$ cat config.mk
export PLATFORM = sky130hd
export DESIGN_NAME = mem_arbiter
export DESIGN_NICKNAME = d
export VERILOG_FILES = /design/src/rtl/mem_arb_pkg.sv /design/src/rtl/mem_arbiter.sv
export SDC_FILE = /design/constraint.sdc
export NUM_CORES = 1
export LEC_CHECK = 0
export ABC_CLOCK_PERIOD_IN_PS = 2600
export BUFFER_PORTS_ARGS = -buffer_cell sky130_fd_sc_hd__buf_4
export CORE_UTILIZATION = 35
export CTS_BUF_LIST = sky130_fd_sc_hd__clkbuf_16
export DETAILED_ROUTE_END_ITERATION = 16
export PLACE_DENSITY = 0.6
export SLEW_MARGIN = 40
export SYNTH_ARGS = -nofsm -noshare
export SYNTH_HDL_FRONTEND = slang
export SYNTH_SLANG_ARGS = --single-unit
$ cat constraint.sdc
create_clock -name clk -period 2.6 [get_ports clk]
set_input_delay 0.39 -clock clk [delete_from_list [all_inputs] [get_ports clk]]
set_output_delay 0.39 -clock clk [all_outputs]
set_load 0.03 [all_outputs]
$ cat src/rtl/mem_arb_pkg.sv
// Shared types and default limits for the two-port memory arbiter.
package mem_arb_pkg;

  typedef enum logic [1:0] {IDLE, ISSUE, WAIT, RESP} arb_state_t;
  typedef enum logic {GRANT_I, GRANT_D} grant_t;

  localparam int MAX_DATA_RUN_DEF = 4;
  localparam int TIMEOUT_DEF      = 255;

endpackage

$ cat src/rtl/mem_arbiter.sv
// Serializes ARM fetch and data requests onto one strobe/done memory port.
// Data wins contention, but a fetch is forced through after MAX_DATA_RUN contested data grants.
module mem_arbiter
  import mem_arb_pkg::*;
#(
  parameter int ADDR_W       = 32,
  parameter int DATA_W       = 32,
  parameter int MAX_DATA_RUN = MAX_DATA_RUN_DEF,
  parameter int TIMEOUT      = TIMEOUT_DEF
) (
  input  logic              clk,
  input  logic              reset,
  input  logic              i_req,
  input  logic [ADDR_W-1:0] i_addr,
  output logic [DATA_W-1:0] i_rdata,
  output logic              i_done,
  input  logic              d_req,
  input  logic              d_we,
  input  logic [ADDR_W-1:0] d_addr,
  input  logic [DATA_W-1:0] d_wdata,
  output logic [DATA_W-1:0] d_rdata,
  output logic              d_done,
  output logic              m_strobe,
  output logic              m_we,
  output logic [ADDR_W-1:0] m_addr,
  output logic [DATA_W-1:0] m_wdata,
  input  logic [DATA_W-1:0] m_rdata,
  input  logic              m_done,
  output logic              err
);

  localparam int RUN_W  = $clog2(MAX_DATA_RUN + 1);
  localparam int TCNT_W = $clog2(TIMEOUT + 1);
  localparam logic [RUN_W-1:0]  RUN_MAX  = RUN_W'(MAX_DATA_RUN);
  localparam logic [TCNT_W-1:0] TCNT_MAX = TCNT_W'(TIMEOUT);

  arb_state_t        state, state_n;
  grant_t            grant, grant_n;
  logic              go;
  logic              abort;
  logic              forced;
  logic [RUN_W-1:0]  data_run;
  logic [TCNT_W-1:0] tcnt;

  always_ff @(posedge clk) begin
    if (reset) state <= IDLE;
    else       state <= state_n;
  end

  always_comb begin
    state_n = state;
    grant_n = grant;
    go      = 1'b0;
    abort   = 1'b0;
    forced  = i_req && (data_run == RUN_MAX);
    case (state)
      IDLE: begin
        if (d_req && !forced) begin
          go      = 1'b1;
          grant_n = GRANT_D;
          state_n = ISSUE;
        end else if (i_req) begin
          go      = 1'b1;
          grant_n = GRANT_I;
          state_n = ISSUE;
        end
      end
      ISSUE: state_n = WAIT;
      WAIT: begin
        // a done arriving on the very cycle the watchdog expires still counts as success
        if (m_done) begin
          state_n = RESP;
        end else if (tcnt == TCNT_MAX) begin
          abort   = 1'b1;
          state_n = RESP;
        end
      end
      RESP:    state_n = IDLE;
      default: state_n = IDLE;
    endcase
  end

  always_ff @(posedge clk) begin
    if (reset) begin
      grant    <= GRANT_I;
      data_run <= '0;
      tcnt     <= '0;
      m_strobe <= 1'b0;
      m_we     <= 1'b0;
      m_addr   <= '0;
      m_wdata  <= '0;
      i_done   <= 1'b0;
      d_done   <= 1'b0;
      i_rdata  <= '0;
      d_rdata  <= '0;
      err      <= 1'b0;
    end else begin
      m_strobe <= go;
      i_done   <= 1'b0;
      d_done   <= 1'b0;
      case (state)
        IDLE: begin
          if (go) begin
            grant <= grant_n;
            if (grant_n == GRANT_D) begin
              m_addr  <= d_addr;
              m_we    <= d_we;
              m_wdata <= d_wdata;
              if (i_req && data_run != RUN_MAX) data_run <= data_run + 1'b1;
            end else begin
              m_addr   <= i_addr;
              m_we     <= 1'b0;
              m_wdata  <= '0;
              data_run <= '0;
            end
          end
        end
        ISSUE: tcnt <= '0;
        WAIT: begin
          if (state_n == RESP) begin
            if (grant == GRANT_I) begin
              i_done  <= 1'b1;
              i_rdata <= abort ? '0 : m_rdata;
            end else begin
              d_done <= 1'b1;
              if (!m_we) d_rdata <= abort ? '0 : m_rdata;
            end
            if (abort) err <= 1'b1;
          end else begin
            tcnt <= tcnt + 1'b1;
          end
        end
        default: ;
      endcase
    end
  end

endmodule

==> impl_metrics.tcl, run 1 <==
set metrics [dict create \
    status "completed" \
    clock-root-buffer "clkbuf_16" \
    hold_buffers 0 \
    drtIter0Drc 333 \
    syn_area_sq_um 5630 \
    synth_area_leader_cell "dfxtp_1" \
    wl_per_cell_um 16.7 \
    clk_latency_ns 0.41 \
    grt_pass1_wl_mm 26.8 \
    yosys-top-cells-count "dfxtp_1, nand2_1, nor2_1" \
    total_power_uw 6140 \
    fmax_ghz 0.442 \
    antenna_found_initial 0 \
    fp.coreArea_sq_um 15400 \
    hpwl_mm 12.8 \
    nNetsFinal 968 \
    rows 45 \
    syn_inst 578 \
    worstMarginPinSlew_ns 0.751 \
    vias 5313 \
    synth_cell_types 42 \
    postRouteWirelength_mm 17.6 \
    finalSetupViolCount 0 \
    synth_area_leaders "dfxtp_1, mux2i_1, nand2_1, a222oi_1, nor2_1" \
    area_delta_synth_final_pct 48.5 \
    peakVddDrop_mv 0.435 \
    cts_buffers 17 \
    io_pins 267 \
    cp-end-kind "flop" \
    ff2ff_setup_slack_ns 0.34 \
    fin_cells 1050 \
    routedLengthMet1_mm 7.15 \
    drive_gt1_share_pct 37.7 \
    synth_most_common_cell "dfxtp_1" \
    numClockSinks 147 \
    cp_cell_sequence "inv_1 > ha_1 > or4b_4 > o221a_4 > and2_4 > nand3b_2 > buf_12 > mux2i_1" \
    drcViolationCount 0 \
    grt_overflow 0 \
    design_area_sq_um 8350 \
    yosys_register_bits 147 \
    finalMaxSlewViolations 0 \
    max_slew_margin_pct 49.7 \
    setup_slack_ns 0.336 \
    dpl.cell_count 1020 \
    cpPeakStageDelay_ns 0.51 \
    pre_cts_slack_ns 0.353 \
    worstHoldPathType "input port to flop" \
    arrival_ns 2.60 \
    clkSlewWorstSetupHoldPaths_ns 0.06 \
    firstDrtPassIters 7 \
    synth_fp_nets 718 \
    die_width_um 129 \
    cap_violations 0 \
    gp_congestion 0.777 \
    critPathLaunchType "flop" \
    synth_edf_count 0 \
    rsz0062_at_grt "false" \
    p_leak_uw 0.00415 \
    fin_setup_tns_ns 0 \
    grt_pass1_vias 5258 \
    synthArstFlopShare_pct 0 \
    ant_nets 0 \
    syn_area_per_cell_sq_um 9.73 \
    synth_top_area_share_pct 52.3 \
    critPathMaxFanout 32 \
    finalCritPeriodShare_pct 87.1 \
    fin_crit_ns 2.26 \
    critPathKind "flop to flop" \
    p_per_area_nw_per_um2 735 \
    met2_wirelength_mm 8.69 \
    post_cts_buffers 0 \
    synth-main-ff-cell "dfxtp_1" \
    die-area_sq_um 16600 \
    top_layer_used "met4" \
    gr-usage-all-layers_pct 21.0 \
    n_antenna_cell 0 \
    hold_depth 3 \
    crit_required_ns 2.93 \
    cp_slowest_cell "or4b_4" \
    yosysWarningCount 0 \
    place.port_buffers 266 \
    start_util_pct 36.5 \
    hold_violations 0 \
    grt_start_max_net_pins 65 \
    cts-resized-gates 0 \
    clock-skew-final_ns 0.00830 \
    rr_worst_depth 8 \
    dieHeight_um 129 \
    vias_per_cell 5.06 \
    place_area_sq_um 7780 \
    htreeDepth 4 \
    wl_met3_mm 1.47 \
    yosysSeqAreaShare_pct 52.3 \
    cts_tree "yes" \
    clockBufferDepth 2 \
]
[state kept, by name (all words and copies together), names as in the netlist]
signal,flops
d_done,1
d_rdata,32
data_run,3
err,1
grant,1
i_done,1
i_rdata,32
m_addr,32
m_strobe,1
m_wdata,32
m_we,1
state,2
tcnt,8
[path summary, 6_finish.rpt]
kind	startpoint	to
hold / removal	d_wdata[12]	m_wdata[12]
setup reg to reg	state[0]	i_rdata[21]
setup / recovery	state[0]	i_rdata[21]
hold reg to reg	i_rdata[4]	i_rdata[4]
[final cells by class]
class | instances | area [sq um]
fill | 1440 | 7070
clock inverter | 13 | 146
clock buffer | 17 | 425
tap | 211 | 264
multi-input combinational | 377 | 2420
inverter | 7 | 26.3
sequential | 147 | 2940
timing repair buffer | 278 | 2120
[power by group]
| group | internal, uW | total (uW) | switching (uW) |
|---|---|---|---|
| logic | 518 | 1270 | 752 |
| registers | 2390 | 2480 | 88.7 |
| clock network | 1480 | 2390 | 910 |
| total | 4390 | 6140 | 1750 |
[cells in the final DEF, fill, tap and decap left out, types with 8 or more instances in the layout]
cell / count
a22oi_1: 33
buf_4: 275
mux2i_1: 64
a21oi_1: 10
nand2_1: 106
inv_1: 8
a222oi_1: 32
dfxtp_1: 147
nor2_1: 71
clkbuf_16: 17
[worst max-delay path, delay by kind of cell (launching register included)]
kind	cells	cell delay (ns)
simple gates	3	0.80
buf+inv	2	0.34
mux	1	0.23
fa+ha+maj	1	0.30
flops	1	0.34
compound gates	1	0.15
[kinds of logic (layout without fill, tap and decap cells)]
kind of cell    after synthesis  in the layout  synth area share [%]
compound gates               98             98                  13.9
flops                       147            147                  52.3
mux                          64             64                  11.4
buf+inv                      54            315                  5.16
fa+ha+maj                     6              6                  1.33
simple gates                209            209                  15.9
[per-layer routing]
metal | up-vias | track usage, %
met5 | - | 0
met4 | 0 | 7.40
met3 | 17 | 6.61
met2 | 238 | 36.8
met1 | 2507 | 24.1
li1 | 2551 | -
[metrics by stage]
stage / hold WS, ns / utilization, %
global route: 0.203 / 54.1
floorplan: 0.438 / -
finish: 0.212 / 54.1
detailed placement: 0.454 / 50.4
CTS: 0.197 / 54.1
global placement: 0.446 / 50.4
Note: power is estimated with default switching activity, not from simulation.
==> run 2: changes to the inputs <==
- CORE_UTILIZATION: 35 -> 46
- HOLD_SLACK_MARGIN: unset -> 0.03
- PLACE_DENSITY: 0.6 -> 0.76
==> run 2 against run 1 <==
Against the previous run: highest routed layer unchanged; design area decreased by 1.5%; combinational power about the same; sequential share of layout area increased by 0.52 points; critical path depth unchanged; worst hold slack got worse by 0.0025 ns; critical endpoint is now d_rdata[9]; sequential cell count unchanged; utilization increased by 15 points; power decreased by 3.2%; setup slack got worse by 0.067 ns.
==> impl_metrics.tcl, run 2 (synthesis results as in run 1) <==
set metrics [dict create \
    status "completed" \
    nNetsFinal 966 \
    clkSlewWorstSetupHoldPaths_ns 0.06 \
    cts-resized-gates 0 \
    place_area_sq_um 7710 \
    wl_met3_mm 1.34 \
    fillerInstances 917 \
    routedLengthMet1_mm 6.65 \
    htreeDepth 4 \
    io_pins 267 \
    worstHoldPathType "input port to flop" \
    rows 40 \
    numClockSinks 147 \
    cts_tree "yes" \
    final_cell_mix "buf_4, dfxtp_1, nand2_1, nor2_1, mux2i_1" \
    crit_required_ns 2.94 \
    worstMarginPinSlew_ns 0.665 \
    grt_pass1_vias 5246 \
    p_per_area_nw_per_um2 722 \
    fin_setup_tns_ns 0 \
    critPathLaunchType "flop" \
    hpwl_mm 12.4 \
    vias_per_cell 5.42 \
    rr_startpoint "state[0]" \
    ant_nets 0 \
    clock-skew-final_ns 0.00622 \
    utilization_pct 68.8 \
    n_antenna_cell 0 \
    critPathMaxFanout 27 \
    postRouteWirelength_mm 16.9 \
    critPathKind "flop to flop" \
    ff2ff_setup_slack_ns 0.27 \
    finalMaxSlewViolations 0 \
    dpl.cell_count 954 \
    drive_gt1_share_pct 37.1 \
    hold_buffers 0 \
    die_width_um 113 \
    top_layer_used "met4" \
    hold_ws_ns 0.209 \
    grt_start_max_net_pins 62 \
    clockBufferDepth 2 \
    hold_violations 0 \
    dieHeight_um 113 \
    rr_worst_depth 8 \
    die-area_sq_um 12700 \
    fin_crit_ns 2.33 \
    firstDrtPassIters 5 \
    post_cts_buffers 0 \
    r2r_end "d_rdata[9]" \
    vias 5348 \
    design_area_sq_um 8230 \
    drcViolationCount 0 \
    fin_cells 986 \
    place.port_buffers 266 \
    grt_overflow 0 \
    max_slew_margin_pct 55.6 \
    fp.coreArea_sq_um 12000 \
    fmax_ghz 0.429 \
    gr-usage-all-layers_pct 26.8 \
    finalSetupViolCount 0 \
    arrival_ns 2.67 \
    p_leak_uw 0.00412 \
    gp_congestion 0.842 \
    rsz0062_at_grt "false" \
    layout_commonest_cell "buf_4" \
    clock-root-buffer "clkbuf_16" \
    peakVddDrop_mv 0.521 \
    finalCritPeriodShare_pct 89.7 \
    area_delta_synth_final_pct 46.3 \
    cts_buffers 17 \
    critical_path.endpoint "d_rdata[9]" \
    clk_latency_ns 0.42 \
    drtIter0Drc 414 \
    cap_violations 0 \
    start_util_pct 47.0 \
    met2_wirelength_mm 8.49 \
    antenna_found_initial 0 \
    cp-end-kind "flop" \
    critPathLaunch "state[0]" \
    wl_per_cell_um 17.2 \
    grt_pass1_wl_mm 26.4 \
]
## run 2: cell count changes in the layout (fill, tap and decap cells not counted), sizes merged
cell,previous run,this run
clkinv,7,12
clkinvlp,1,2
inv,9,7
bufinv,3,1
buf,278,276
## run 2: report_power, final
part	total (uW)	switching, uW	internal (uW)
Sequential	2480	85.0	2390
Combinational	1270	754	519
Clock	2190	912	1280
## run 2: cell type report
cell class	instances	area [sq um]	area share (%)
sequential	147	2940	35.8
multi-input combinational	377	2420	29.4
timing repair buffer	276	2130	25.9
clock buffer	17	425	5.17
tap	147	184	2.23
clock inverter	15	98.8	1.20
inverter	7	26.3	0.319
## run 2: metal layers
layer  track usage (%)  up-vias
li1                  -     2555
met1              30.3     2522
met2              46.9      237
met3              8.05       34
met4              11.6        0
met5                 0        -
## run 2: worst min-delay path by stage
stage | from | endpoint | slack [ns] | cells past startpoint
6_report | d_wdata[22] | m_wdata[22] | 0.21 | 3
5_1_grt | d_wdata[15] | m_wdata[15] | 0.20 | 3
4_1_cts | d_wdata[0] | m_wdata[0] | 0.19 | 3
3_5_place_dp | i_rdata[5] | i_rdata[5] | 0.46 | 2
3_3_place_gp | i_rdata[17] | i_rdata[17] | 0.45 | 2
2_1_floorplan | tcnt[7] | tcnt[7] | 0.44 | 1
## run 2: worst max-delay path: stages (launching register included)
cell	delay [ns]
dfxtp_1	0.34
inv_1	0.09
ha_1	0.29
or4b_4	0.51
o221a_4	0.15
and2_4	0.18
nand4b_4	0.18
buf_12	0.25
mux2i_1	0.24
## run 2: metrics by stage
step | setup WS, ns | total power (uW)
2_1_floorplan | 0.522 | 3260
3_3_place_gp | 0.449 | 3730
3_5_place_dp | 0.312 | 3790
4_1_cts | 0.257 | 5970
5_1_grt | 0.137 | 6170
6_report | 0.269 | 5940
